### config.mk
export PLATFORM = sky130hd
export DESIGN_NAME = cpu_step_ctrl
export DESIGN_NICKNAME = d
export VERILOG_FILES = /design/src/rtl/cpu_step_ctrl.sv
export SDC_FILE = /design/constraint.sdc
export NUM_CORES = 1
export LEC_CHECK = 0
export CAP_MARGIN = 20
export CORE_MARGIN = 2
export CORE_UTILIZATION = 60
export DETAILED_ROUTE_END_ITERATION = 10
export PLACE_DENSITY = 0.79
export RECOVER_POWER = 25
export SLEW_MARGIN = 20
export SYNTH_ARGS = -nofsm -noshare
export SYNTH_HDL_FRONTEND = slang
export SYNTH_SLANG_ARGS = --single-unit
### constraint.sdc
create_clock -name clk -period 2.6 [get_ports clk]
set_clock_uncertainty 0.1 [all_clocks]
set_input_delay 0.52 -clock clk [delete_from_list [all_inputs] [get_ports clk]]
set_output_delay 0.52 -clock clk [all_outputs]
set_load 0.03 [all_outputs]
### src/rtl/cpu_step_ctrl.sv
// cpu_step_ctrl
// Run/step controller for the CPU core. Conditions the four raw active-low
// board buttons into debounced levels and one-cycle press pulses, then turns
// those into a one-cycle clock enable (cpu_en). The enable comes either from
// single-step presses while paused or from a free-running period counter
// at one of four rates. Everything downstream runs on the one system clock
// and is qualified by cpu_en.
//
// Button map: [0] run/pause toggle, [1] single step, [2] rate cycle,
// [3] spare (exported only).
//
// Run period is P = 2^(RATE_LOG2_MAX - 2*rate_idx) cycles.

module cpu_step_ctrl #(
  parameter int DEBOUNCE_CYCLES = 1000000,
  parameter int RATE_LOG2_MAX   = 24
) (
  input  logic        clk,
  input  logic        reset,
  input  logic [3:0]  btn_n,
  output logic        cpu_en,
  output logic        running,
  output logic [1:0]  rate_idx,
  output logic [3:0]  btn_db,
  output logic [3:0]  btn_press,
  output logic [15:0] step_count
);

  // Debounce counter only needs to reach DEBOUNCE_CYCLES-1.
  localparam int DB_W = $clog2(DEBOUNCE_CYCLES);
  localparam logic [DB_W-1:0] DB_LAST = DB_W'(DEBOUNCE_CYCLES - 1);
  localparam logic [DB_W-1:0] DB_ZERO = DB_W'(0);
  localparam logic [DB_W-1:0] DB_ONE  = DB_W'(1);

  // Rate counter must hold up to 2^RATE_LOG2_MAX - 1 (slowest rate).
  localparam int CNT_W = RATE_LOG2_MAX;
  localparam logic [CNT_W-1:0] CNT_ZERO = CNT_W'(0);
  localparam logic [CNT_W-1:0] CNT_ONE  = CNT_W'(1);
  localparam logic [CNT_W-1:0] CNT_ONES = {CNT_W{1'b1}};

  typedef enum logic [0:0] {
    ST_PAUSED  = 1'b0,
    ST_RUNNING = 1'b1
  } state_t;

  // Input conditioning
  logic [3:0]      sync1_r;
  logic [3:0]      sync2_r;
  logic [3:0]      db_r;
  logic [3:0]      db_d_r;
  logic [3:0]      press_r;
  logic [DB_W-1:0] db_cnt_r [4];

  // Run/step control
  state_t          state_r;
  logic            running_r;
  logic [1:0]      rate_idx_r;
  logic [CNT_W-1:0] rate_cnt_r;
  logic            cpu_en_r;
  logic [15:0]     step_count_r;

  logic [CNT_W-1:0] period_m1_s;
  logic            at_last_s;

  // Two-flop synchronizer on the inverted (active-high) button levels.
  always_ff @(posedge clk) begin
    if (reset) begin
      sync1_r <= 4'b0000;
      sync2_r <= 4'b0000;
    end else begin
      sync1_r <= ~btn_n;
      sync2_r <= sync1_r;
    end
  end

  // Per-button debounce: accept a new level only after DEBOUNCE_CYCLES
  // consecutive differing samples; any agreeing sample restarts the count.
  always_ff @(posedge clk) begin
    if (reset) begin
      db_r <= 4'b0000;
      for (int i = 0; i < 4; i++) begin
        db_cnt_r[i] <= DB_ZERO;
      end
    end else begin
      for (int i = 0; i < 4; i++) begin
        if (sync2_r[i] == db_r[i]) begin
          db_cnt_r[i] <= DB_ZERO;
        end else if (db_cnt_r[i] == DB_LAST) begin
          db_r[i]     <= sync2_r[i];
          db_cnt_r[i] <= DB_ZERO;
        end else begin
          db_cnt_r[i] <= db_cnt_r[i] + DB_ONE;
        end
      end
    end
  end

  // Rising-edge detect on the debounced levels; releases give no pulse.
  always_ff @(posedge clk) begin
    if (reset) begin
      db_d_r  <= 4'b0000;
      press_r <= 4'b0000;
    end else begin
      db_d_r  <= db_r;
      press_r <= db_r & ~db_d_r;
    end
  end

  // Terminal count for the current rate: all-ones shifted down by 2*rate_idx.
  always_comb begin
    period_m1_s = CNT_ONES >> {rate_idx_r, 1'b0};
    at_last_s   = 1'b0;
    if (rate_cnt_r == period_m1_s) begin
      at_last_s = 1'b1;
    end else begin
      at_last_s = 1'b0;
    end
  end

  // Run/pause FSM with registered outputs, period counter and rate select.
  // A rate change or a pause press always wins over a pending run pulse.
  always_ff @(posedge clk) begin
    if (reset) begin
      state_r      <= ST_PAUSED;
      running_r    <= 1'b0;
      rate_idx_r   <= 2'b00;
      rate_cnt_r   <= CNT_ZERO;
      cpu_en_r     <= 1'b0;
      step_count_r <= 16'h0000;
    end else begin
      step_count_r <= step_count_r + {15'b000000000000000, cpu_en_r};

      if (press_r[2]) begin
        rate_idx_r <= rate_idx_r + 2'b01;
      end else begin
        rate_idx_r <= rate_idx_r;
      end

      case (state_r)
        ST_PAUSED: begin
          rate_cnt_r <= CNT_ZERO;
          if (press_r[0]) begin
            // Run toggle beats a simultaneous step press.
            state_r   <= ST_RUNNING;
            running_r <= 1'b1;
            cpu_en_r  <= 1'b0;
          end else if (press_r[1]) begin
            state_r   <= ST_PAUSED;
            running_r <= 1'b0;
            cpu_en_r  <= 1'b1;
          end else begin
            state_r   <= ST_PAUSED;
            running_r <= 1'b0;
            cpu_en_r  <= 1'b0;
          end
        end
        ST_RUNNING: begin
          if (press_r[0]) begin
            state_r    <= ST_PAUSED;
            running_r  <= 1'b0;
            rate_cnt_r <= CNT_ZERO;
            cpu_en_r   <= 1'b0;
          end else if (press_r[2]) begin
            state_r    <= ST_RUNNING;
            running_r  <= 1'b1;
            rate_cnt_r <= CNT_ZERO;
            cpu_en_r   <= 1'b0;
          end else if (at_last_s) begin
            state_r    <= ST_RUNNING;
            running_r  <= 1'b1;
            rate_cnt_r <= CNT_ZERO;
            cpu_en_r   <= 1'b1;
          end else begin
            state_r    <= ST_RUNNING;
            running_r  <= 1'b1;
            rate_cnt_r <= rate_cnt_r + CNT_ONE;
            cpu_en_r   <= 1'b0;
          end
        end
        default: begin
          state_r    <= ST_PAUSED;
          running_r  <= 1'b0;
          rate_cnt_r <= CNT_ZERO;
          cpu_en_r   <= 1'b0;
        end
      endcase
    end
  end

  assign cpu_en     = cpu_en_r;
  assign running    = running_r;
  assign rate_idx   = rate_idx_r;
  assign btn_db     = db_r;
  assign btn_press  = press_r;
  assign step_count = step_count_r;

endmodule
==> results of run 1 <==
-- worst min-delay path by stage --
stage | endpoint | from | cells past startpoint
6_report | btn_press[1]$_SDFF_PP0_ | db_d_r[1]$_SDFF_PP0_ | 1
4_1_cts | btn_press[1]$_SDFF_PP0_ | db_d_r[1]$_SDFF_PP0_ | 1
5_1_grt | btn_press[0]$_SDFF_PP0_ | db_d_r[0]$_SDFF_PP0_ | 1
3_5_place_dp | btn_press[1]$_SDFF_PP0_ | db_d_r[1]$_SDFF_PP0_ | 1
2_1_floorplan | btn_press[0]$_SDFF_PP0_ | db_d_r[0]$_SDFF_PP0_ | 1
3_3_place_gp | btn_press[0]$_SDFF_PP0_ | db_d_r[0]$_SDFF_PP0_ | 1
-- area by class of cell --
type	count	area [sq um]
well taps	143	179
clock buffers	30	588
flip-flops and latches	144	3680
fillers	797	3030
clock inverters	2	10.0
repair buffers	40	378
inverters	28	105
multi-input cells	593	3450
-- cells by family after synthesis --
kind of cell | Yosys count
multiplexers | 2
AO/OA/AOI/OAI | 89
buffers and inverters | 48
adder cells (fa/ha/maj) | 9
other | 1
AND/OR/NAND/NOR | 337
flip-flops | 144
XOR/XNOR | 76
-- synth_stat cells, types with 2 or more instances --
| library cell | instances |
|---|---|
| nor2_1 | 99 |
| edfxtp_1 | 80 |
| dfxtp_1 | 64 |
| xnor2_1 | 52 |
| nand3_1 | 43 |
| a21oi_1 | 39 |
| nand2_1 | 37 |
| inv_1 | 28 |
| o21ai_0 | 27 |
| or3_1 | 26 |
| xor2_1 | 24 |
| or4_1 | 20 |
| nand4_1 | 18 |
| nor3_1 | 18 |
| nor4_1 | 16 |
| nor2b_1 | 15 |
| o31ai_1 | 14 |
| clkbuf_1 | 13 |
| and3_1 | 9 |
| ha_1 | 9 |
| and4_1 | 8 |
| nor4b_1 | 5 |
| buf_2 | 4 |
| or4b_1 | 4 |
| nand4b_1 | 3 |
| or3b_2 | 3 |
| nand2b_1 | 2 |
| nand3b_1 | 2 |
| nor4bb_1 | 2 |
| o21a_1 | 2 |
| o21ba_2 | 2 |
| or4b_2 | 2 |
-- flip-flops by register name, indices dropped and copies added (netlist names), 4 cells and up --
register,flops
btn_db,4
btn_press,4
db_cnt_r,80
db_d_r,4
rate_cnt_r,24
step_count,16
sync1_r,4
sync2_r,4
-- metrics by stage --
step	cells	hold WS (ns)	setup slack (ns)	utilization [%]	power, uW
after floorplan	785	0.267	0.309	-	2660
after global placement	948	0.272	0.330	68.2	2690
after detailed placement	948	0.272	0.261	68.2	2700
after CTS	980	0.278	0.236	73.5	5090
after global routing	980	0.306	0.0532	73.5	5210
final	980	0.277	0.220	73.5	5060
-- critical path: cells and delay by family, from the launching register on --
family | cells | cell delay [ns]
AO/OA/AOI/OAI | 3 | 1.13
adder cells (fa/ha/maj) | 1 | 0.18
flip-flops | 1 | 0.40
AND/OR/NAND/NOR | 1 | 0.43
-- power groups by stage --
stage / logic [uW] / registers, uW / clock network (uW)
2_1_floorplan: 106 / 2550 / 0
5_1_grt: 157 / 2540 / 2520
6_report: 137 / 2530 / 2400
4_1_cts: 132 / 2530 / 2440
3_3_place_gp: 126 / 2570 / 0
3_5_place_dp: 130 / 2570 / 0
-- per-layer routing --
| metal | vias to the layer above | part of all wire, % | track usage, % | wire [um] |
|---|---|---|---|---|
| met5 | - | 0 | 0 | 0 |
| met4 | 0 | 2.2 | 10.6 | 304 |
| met3 | 29 | 3.9 | 7.02 | 546 |
| met2 | 108 | 50 | 39.4 | 7020 |
| met1 | 2607 | 44 | 29.3 | 6140 |
| li1 | 2733 | - | - | - |
==> results by group, run 1 <==
Outcome
  – Status: complete, no violations

Worst setup path
  – CP cell instances: ha_1, or3b_2, a222oi_1, a31o_2, a21oi_1
  – R2r endpoint: rate_cnt_r[20]$_SDFF_PP0_
  – R2R cell count: 5
  – CP Max Fanout: 22
  – Worst Path Required: around 2.8 ns
  – Crit path to: rate_cnt_r[20]$_SDFF_PP0_
  – CP max stage cell: a31o_2
  – Critical Path Source Type: flop
  – Delay of the slowest critical-path stage: 0.53 ns
  – Crit Path Class: reg2reg
  – R2R Setup Slk: ~0.22 ns
  – Data arrival time of the worst path: ~2.6 ns
  – Critical Path End Type: flop
  – Worst setup path startpoint: rate_idx[1]$_SDFFE_PP0P_
  – Worst reg2reg startpoint: rate_idx[1]$_SDFFE_PP0P_

Final layout
  – Area grow syn2layout: 19.3%
  – Leading cell type in the layout, fill and taps excluded: nor2_1
  – Highest-count cells in the layout ignoring fill and taps: nor2_1 (99), edfxtp_1 (80), conb_1 (80)
  – Final net count: between 800 and 900
  – Antenna Cells: 0
  – Share of cells above drive strength 1: under 10%
  – Finished Cell Area: ~8400 sq um

Floorplan
  – Initial cell density of the core: 61.6%
  – # rows: 39
  – Die area: 12600 sq um
  – Die height: between 100 and 150 um
  – IO Pins: 34
  – Core Area: ~11000 sq um
  – Chip width: roughly 110 um

STA
  – Sum of negative setup slack: 0 ns
  – RSZ-0062 raised after global routing: no
  – Peak Freq: approximately 0.42 GHz
  – Final period utilization: approximately nine tenths
  – Final slew viol count: 0
  – Final hold violations: 0
  – Finish-stage setup viols: 0
  – Minimum clock period: about 2.4 ns

Yosys
  – Seq/Total Area, Yosys: 52.4%
  – Synth cell types: 48
  – Mapped Area: between 7000 and 8000 sq um
  – Syn Area/Cell: around 10 sq um
  – Post-synthesis xor/xnor area fraction: 9.47%
  – Count of flip-flops with a built-in enable after synthesis: 80
  – Post-synthesis adder-cell area fraction: around 1.6%
  – Synth Register Bits: roughly 140
  – Mapped Cells: 706
  – Ys flop type: edfxtp_1
  – Post-synthesis mux area share: less than 1%
  – Simple-gate portion of the synthesized area: between 20% and 30%
  – YS warnings: 0
  – Largest family of logic cells by synthesized area: simple AND/OR/NAND/NOR gates
  – Synth area leaders: edfxtp_1 (34%), dfxtp_1 (18%), xnor2_1 (6.5%)
  – Share of the synthesized area in the top cell type: roughly a third
  – Yosys top cell by area: edfxtp_1
  – Compound-cell area share of the yosys netlist: between 7 and 8%
  – Fraction of registers with async set/reset: 0%

Clock network
  – Gates resized, CTS repair: 0
  – CTS tree: done
  – TritonCTS buffer count: 17
  – CTS Sinks: approximately 140
  – Setup Buffers After CTS: 0
  – CTS H-tree depth: 4
  – Clk_lat worst skew: 0.42 ns
  – Clk root buf: clkbuf_16
  – Worst-path clk slew: 0.06 ns
  – Hold buffers post-CTS: 0
  – CTS max path bufs: 2

Place
  – Port Buf Inserts: 33
  – Placer congestion estimate: 0.854
  – Dpl cell area: 7790 sq um
  – DP HPWL: between 9000 and 10000 um

Global routing
  – Total Routing Usage GR: around a quarter
  – GRT overflow: 0
  – First-pass GRT wire length: between 20000 and 25000 um
  – Largest net degree at the start of global routing: 44
  – Vias in the first global route: around 5400
  – Initial antenna violation count: 0

Drt
  – Avg WL per Cell: between 10 and 15 um
  – Iteration-0 DRC Markers: roughly 380
  – DRT Pass-1 Iters: 5
  – Via count: 5477
  – Total wire length: between 10000 and 15000 um
  – Via density: approximately 5.6
  – Routed Antenna Nets: 0
  – DRC Markers: 0

Power
  – Seq pwr share: roughly 50%
  – Internal: roughly 4000 uW
  – LEAKAGE: around 0.0028 uW
  – Switching power: between 1000 and 1500 uW
  – Power density cells: 603 nW/um^2
  – Sw Share: around 20%
  – Worst ir drop on vdd: around 510 uV
  – Clk pwr share: 47.4%
  – Comb pwr share: about 2.7%

Run
  – MaxCap Viol Count: 0

Min path
  – Hold Path Class: reg2reg
Power figures use the tool's default switching activity.
==> run 2, diff against run 1 <==
--- a/config.mk
+++ b/config.mk
@@ -8,6 +8,7 @@
 export CAP_MARGIN = 20
 export CORE_MARGIN = 2
 export CORE_UTILIZATION = 60
+export CTS_CLUSTER_DIAMETER = 60
 export DETAILED_ROUTE_END_ITERATION = 10
 export PLACE_DENSITY = 0.79
 export RECOVER_POWER = 25
==> results of run 2 <==
No change in the layout: final DEF, timing and power equal those of run 1.
==> run 3, diff against run 2 <==
--- a/config.mk
+++ b/config.mk
@@ -5,7 +5,9 @@
 export SDC_FILE = /design/constraint.sdc
 export NUM_CORES = 1
 export LEC_CHECK = 0
+export ABC_CLOCK_PERIOD_IN_PS = 2600
 export CAP_MARGIN = 20
+export CORE_ASPECT_RATIO = 1.4
 export CORE_MARGIN = 2
 export CORE_UTILIZATION = 60
 export CTS_CLUSTER_DIAMETER = 60
==> run 3 against run 2 <==
Fmax fell by 0.65%. Via count is 1.2% higher. First-iteration DRC count decreased by 7.2%. Hold slack improved by 0.0039 ns. Power rose by 4.9%. Sequential share of layout area shrank 0.32 points. Cell count up 0.31%. Sequential power is essentially flat. Sequential cell count unchanged. Critical path type is now in2reg. Critical endpoint is now db_cnt_r[3][6]$_SDFFCE_PN0P_. Highest routed layer unchanged.
==> results by group, run 3 (synthesis results as in run 1) <==
STA
  – Sum of negative setup slack: 0 ns
  – RSZ-0062 raised after global routing: no
  – Final hold violations: 0
  – Peak Freq: between 0.4 and 0.5 GHz
  – Final slew viol count: 0
  – Max-slew headroom: between 15 and 20%
  – Minimum clock period: 2.40 ns
  – Slew @ Worst Pin: about 1.3 ns
  – Final period utilization: between 90 and 100%
  – Finish-stage setup viols: 0

Global routing
  – First-pass GRT wire length: 24300 um
  – Largest net degree at the start of global routing: 30
  – Total Routing Usage GR: roughly a quarter
  – GRT overflow: 0
  – Vias in the first global route: roughly 5500
  – Initial antenna violation count: 0

Drt
  – Via density: ~5.6
  – DRC Markers: 0
  – Total wire length: 14400 um
  – DRT Pass-1 Iters: 5
  – Via count: 5543
  – Avg WL per Cell: approximately 15 um
  – Routed Antenna Nets: 0
  – Iteration-0 DRC Markers: between 300 and 400

Final layout
  – Non-Filler Instances: around 1000
  – Area grow syn2layout: 20.2%
  – Leading cell type in the layout, fill and taps excluded: nor2_1
  – Final net count: approximately 840
  – Antenna Cells: 0
  – Post-layout util: 74.2%
  – Number of flip-flops in the largest register: 80
  – Highest-count cells in the layout ignoring fill and taps: nor2_1 (99), edfxtp_1 (80), conb_1 (80)
  – Share of cells above drive strength 1: under 10%
  – Fillers: 821
  – Most flops, register: db_cnt_r

Place
  – Placer congestion estimate: approximately 0.86
  – DP HPWL: 9930 um
  – Port Buf Inserts: 33
  – Dpl cells: roughly 950

Power
  – LEAKAGE: around 0.0028 uW
  – Worst ir drop on vdd: roughly 440 uV
  – Power density cells: between 600 and 700 nW/um^2

Clock network
  – Hold buffers post-CTS: 0
  – Clk root buf: clkbuf_16
  – CTS H-tree depth: 4
  – CTS Sinks: between 100 and 150
  – CTS tree: done
  – Clk_lat worst skew: 0.42 ns
  – Worst-path clk slew: approximately 0.060 ns
  – Gates resized, CTS repair: 0
  – CTS max path bufs: 2
  – Setup Buffers After CTS: 0
  – TritonCTS buffer count: 17

Worst setup path
  – CP cell instances: clkbuf_1, clkbuf_1, nor2_1, o21ai_0, clkbuf_1, nor2_1
  – Worst Path Required: ~2.7 ns
  – Critical Path End Type: flop
  – Worst setup path startpoint: reset
  – R2R cell count: 5
  – Crit Path Class: in2reg
  – CP max stage cell: clkbuf_1
  – Most common cell on crit path: clkbuf_1
  – CP Max Fanout: 29
  – Data arrival time of the worst path: between 2 and 2.5 ns
  – R2r endpoint: rate_cnt_r[5]$_SDFF_PP0_
  – Worst reg2reg startpoint: rate_idx[0]$_SDFFE_PP0P_
  – Delay of the slowest critical-path stage: around 0.95 ns
  – R2R Setup Slk: 0.21 ns
  – Critical Path Source Type: primary input

Outcome
  – Status: complete, no violations

Floorplan
  – IO Pins: 34
  – Die height: ~130 um
  – Core Area: roughly 11000 sq um
  – Die area: roughly 13000 sq um
  – Initial cell density of the core: slightly above 60%
  – Chip width: 95.5 um
  – # rows: 46

Min path
  – Min-Delay Path Depth: 1
  – Hold Path Class: reg2reg
  – Hold endpoint: btn_press[1]$_SDFF_PP0_
  – Hold path startpoint: db_d_r[1]$_SDFF_PP0_

Run
  – MaxCap Viol Count: 0
-- run 3: metrics by stage --
step	hold slack [ns]	total power (uW)	setup WS (ns)	area [sq um]
2_1_floorplan	0.267	2660	0.309	7330
3_3_place_gp	0.271	2700	0.348	7820
3_5_place_dp	0.272	2710	0.214	7820
4_1_cts	0.280	5330	0.189	8460
5_1_grt	0.291	5470	0.0581	8450
6_report	0.281	5310	0.204	8450
-- run 3: layer usage --
layer	wire, um	GRT usage [%]
met4	250	8.57
met2	7530	41.9
met3	580	5.83
met1	6010	28.0
met5	0	0
-- run 3: report_power, final --
| part | switching, uW | internal (uW) |
|---|---|---|
| Combinational | 84.5 | 55.5 |
| Clock | 944 | 1700 |
| Sequential | 63.4 | 2460 |
| Total | 1090 | 4220 |
-- run 3: how the worst max path moves through the flow --
stage | cells after the start | end
6_report | 6 | db_cnt_r[3][6]$_SDFFCE_PN0P_
5_1_grt | 6 | db_cnt_r[3][15]$_SDFFCE_PN0P_
4_1_cts | 5 | rate_cnt_r[5]$_SDFF_PP0_
3_5_place_dp | 5 | rate_cnt_r[5]$_SDFF_PP0_
3_3_place_gp | 5 | db_cnt_r[1][18]$_SDFFCE_PN0P_
2_1_floorplan | 5 | db_cnt_r[1][12]$_SDFFCE_PN0P_
-- run 3: area by class of cell --
type	count	area, sq um	share of cell area (%)
Clock inverter	14	214	2.53
Multi-Input combinational cell	593	3450	40.8
Tap cell	144	180	2.13
Clock buffer	18	429	5.08
Inverter	28	105	1.24
Sequential cell	144	3680	43.6
Timing Repair Buffer	42	393	4.65
-- run 3: worst max-delay path: cells and delay by family --
family          cells  cell delay (ns)
compound gates      1             0.18
simple gates        2             0.22
buf+inv             3             1.51
==> edit 1 (flow settings as in run 1) <==
The parameter `RATE_LOG2_MAX` goes from 24 to 48.
--- a/src/rtl/cpu_step_ctrl.sv
+++ b/src/rtl/cpu_step_ctrl.sv
@@ -13,7 +13,7 @@
 
 module cpu_step_ctrl #(
   parameter int DEBOUNCE_CYCLES = 1000000,
-  parameter int RATE_LOG2_MAX   = 24
+  parameter int RATE_LOG2_MAX   = 48
 ) (
   input  logic        clk,
   input  logic        reset,
Check against the original RTL: no difference found for any inputs over 10 cycles, from zero or initial values and one cycle with reset high; that may be too few to reach the edited logic, so the function may still have changed.
==> edit 1 against run 1 <==
Count of clock-buffer cells in the layout is 7 lower; area after synthesis is 12% higher; via count is 5.9% higher; design area is 10% higher; highest routed layer unchanged; wire length is 3.9% higher; setup slack better by 0.046 ns; total power is 7.3% higher; worst hold slack better by 0.0079 ns; sequential cell count is 24 higher.
==> edit 1: results (changes against run 1) <==
* Status: complete, no violations (unchanged)
* Nonclk buf count at 47 (was 40)
* Max incr delay on CP at 0.57 ns (was 0.53 ns)
* GPL Wtd Cong at 0.825 (was 0.854)
* Nets at 917 (was 839)
* Static Leak at 0.00325 µW (was 0.00278 µW)
* Gr usage total at 21.8% (was 23.9%)
* First-pass GRT wire length at 25000 µm (was 24400 µm)
* Pin count of the biggest net entering global routing at 48 (was 44)
* Share of cells above drive strength 1 at 5.79% (was 5.85%)
* Most frequent cells after synthesis: 165 x nor2_1, 88 x dfxtp_1, 81 x xor2_1 (was 99 x nor2_1, 80 x edfxtp_1, 64 x dfxtp_1)
* Top_reg_cell synth: dfxtp_1 (was edfxtp_1)
* RR Startpoint: db_cnt_r[1][13]$_SDFFCE_PN0P_ (was rate_idx[1]$_SDFFE_PP0P_)
* Net Sw Frac at 21.0% (was 20.3%)
* Grt met1 use at 26.3% (was 29.3%)
* Crit path max fanout at 20 (was 22)
* Part of the cycle the worst path needs at 89.8% (was 91.6%)
* Non-clk invs at 12 (was 28)
* Metal-1 WL at 6430 µm (was 6140 µm)
* Fill cells at 942 (was 797)
* Top delay family on crit path: simple AND/OR/NAND/NOR gates (was compound AO/OA/AOI/OAI gates)
* HPWL Detailed at 10300 µm (was 9680 µm)
* Worst Setup Slack post-DPL at 0.168 ns (was 0.261 ns)
* Drt via density at 5.34 (was 5.59)
* Critical path's slowest cell: or3_1 (was a31o_2)
* Seq cells post-synth at 168 (was 144)
* Buffering overhead at 4.71% (was 4.50%)
* DR WL/cell at 13.4 µm (was 14.3 µm)
* Seq. pwr at 2890 µW (was 2530 µW)
* Met3 Resource Use GR at 4.63% (was 7.02%)
* Largest cells by area after synthesis: edfxtp_1 31%, dfxtp_1 22%, xor2_1 9.0% (was edfxtp_1 34%, dfxtp_1 18%, xnor2_1 6.5%)
* Fraction of area in multi-input gates at 41.3% (was 41.1%)
* FF+latch area at 0.00416 mm² (was 0.00368 mm²)
* Number of clock buffers in the layout at 23 (was 30)
## edit 1: worst reg2reg max path, stage by stage (launching register included)
cell and delay, ns:
edfxtp_1 0.46, nor4b_1 0.39, nand2_1 0.12, nor3_1 0.30, or3_1 0.57, nor2_1 0.12
## edit 1: cells by family after synthesis
kind of cell | Yosys count | share of synthesized area (%)
simple gates | 412 | 27.0
mux | 5 | 0.637
other cells | 1 | 0.0478
fa+ha+maj | 9 | 1.43
flops | 168 | 53.0
xor+xnor | 128 | 14.3
compound gates | 22 | 1.58
buf+inv | 35 | 2.02
## edit 1: through the flow
stage | std cells | power, µW | hold WS [ns] | cell area [µm²]
final | 1087 | 5430 | 0.285 | 9270
after global routing | 1087 | 5600 | 0.305 | 9270
after CTS | 1087 | 5460 | 0.285 | 9280
after detailed placement | 1055 | 3070 | 0.273 | 8700
after global placement | 1055 | 3060 | 0.272 | 8700
after floorplan | 859 | 3030 | 0.267 | 8150
==> edit 2 (settings of run 1) <==
Without the edit above. Put one more register stage on the output `step_count`, without a reset. The value now appears one clock later. The other outputs are not delayed to match.
--- a/src/rtl/cpu_step_ctrl.sv
+++ b/src/rtl/cpu_step_ctrl.sv
@@ -192,6 +192,8 @@
   assign rate_idx   = rate_idx_r;
   assign btn_db     = db_r;
   assign btn_press  = press_r;
-  assign step_count = step_count_r;
+  always_ff @(posedge clk) begin
+    step_count <= step_count_r;
+  end
 
 endmodule
Behaviour: no difference found for any inputs over 10 cycles, from zero or initial values and one cycle with reset high; that may be too few to reach the edited logic, so the function may still have changed.
==> edit 2 against run 1 <==
Wire length decreased by 8.4%; design area up 0.24%; largest power group unchanged; die area barely moved; via count down 10%; final cell count down 3.9%; core utilization increased by 0.18 points; sequential power up 9.5%; critical endpoint is now rate_cnt_r[4]$_SDFF_PP0_; total power grew 6.8%; setup slack better by 0.049 ns; sequential cell count grew 16; area after synthesis is essentially flat.
==> edit 2: results (changes against run 1) <==
* DR WL met2 at 6540 µm (was 7020 µm)
* Max incr delay on CP at 0.50 ns (was 0.53 ns)
* Metal3 WL at 412 µm (was 546 µm)
* Hold depth at 0 (was 1)
* Number of DRC markers in iteration 0 at 411 (was 377)
* HPWL Detailed at 9080 µm (was 9680 µm)
* Reg2Reg Depth at 7 (was 5)
* Routed wire length at 12800 µm (was 14000 µm)
* Cell count after placement at 910 (was 948)
* DR vias at 4905 (was 5477)
* RR Startpoint: rate_idx[0]$_SDFFE_PP0P_ (was rate_idx[1]$_SDFFE_PP0P_)
* Status: complete, no violations (unchanged)
* Met3 Resource Use GR at 5.72% (was 7.02%)
* Top delay family on crit path: simple AND/OR/NAND/NOR gates (was compound AO/OA/AOI/OAI gates)
* Share of cells above drive strength 1 at 6.38% (was 5.85%)
* Static Leak at 0.00306 µW (was 0.00278 µW)
* Avg Cell Area, Syn at 10.6 µm² (was 9.96 µm²)
* Metal-1 WL at 5700 µm (was 6140 µm)
* VDD IR max at 0.661 mV (was 0.512 mV)
* GRT met2 Usage at 37.1% (was 39.4%)
* Yosys cell types at 44 (was 48)
* Nets at 801 (was 839)
* Gr usage total at 21.9% (was 23.9%)
* First-pass GRT wire length at 22200 µm (was 24400 µm)
* Pin count of the biggest net entering global routing at 26 (was 44)
-- edit 2: cell type report --
class                   instances  area, µm²
flip-flops and latches        160       4000
multi-input cells             556       3210
fillers                       803       3010
clock buffers                  21        482
repair buffers                 40        373
well taps                     143        179
clock inverters                11        124
inverters                      11       41.3
-- edit 2: kinds of logic after synthesis --
kind of cell / Yosys count / share of synthesized area [%]
fa+ha+maj: 9 / 1.60
flops: 160 / 56.9
mux: 4 / 0.570
other cells: 1 / 0.0533
buf+inv: 25 / 1.66
compound gates: 12 / 0.961
xor+xnor: 109 / 13.6
simple gates: 342 / 24.6
-- edit 2: stage by stage --
step	cell area (µm²)	hold slack [ns]	utilization (%)	worst slack, ns	total power, µW
6_report	8410	0.260	73.6	0.269	5410
5_1_grt	8410	0.283	73.6	0.0474	5570
4_1_cts	8410	0.260	73.7	0.278	5440
3_5_place_dp	7810	0.249	68.4	0.278	2940
3_3_place_gp	7810	0.238	68.4	0.437	2930
2_1_floorplan	7330	0.234	-	0.272	2900
-- edit 2: worst max path at each step --
stage	depth (start not counted)	start	end
after floorplan	8	rate_idx[0]$_SDFFE_PP0P_	rate_cnt_r[19]$_SDFF_PP0_
after global placement	7	rate_idx[0]$_SDFFE_PP0P_	rate_cnt_r[8]$_SDFF_PP0_
final	7	rate_idx[0]$_SDFFE_PP0P_	rate_cnt_r[4]$_SDFF_PP0_
after CTS	7	rate_idx[0]$_SDFFE_PP0P_	rate_cnt_r[4]$_SDFF_PP0_
after detailed placement	7	rate_idx[0]$_SDFFE_PP0P_	rate_cnt_r[4]$_SDFF_PP0_
after global routing	7	rate_idx[0]$_SDFFE_PP0P_	rate_cnt_r[19]$_SDFF_PP0_
-- edit 2: power breakdown --
part           internal (µW)  switching [µW]
combinational           49.9            74.2
clock                   1530             989
sequential              2710            59.3
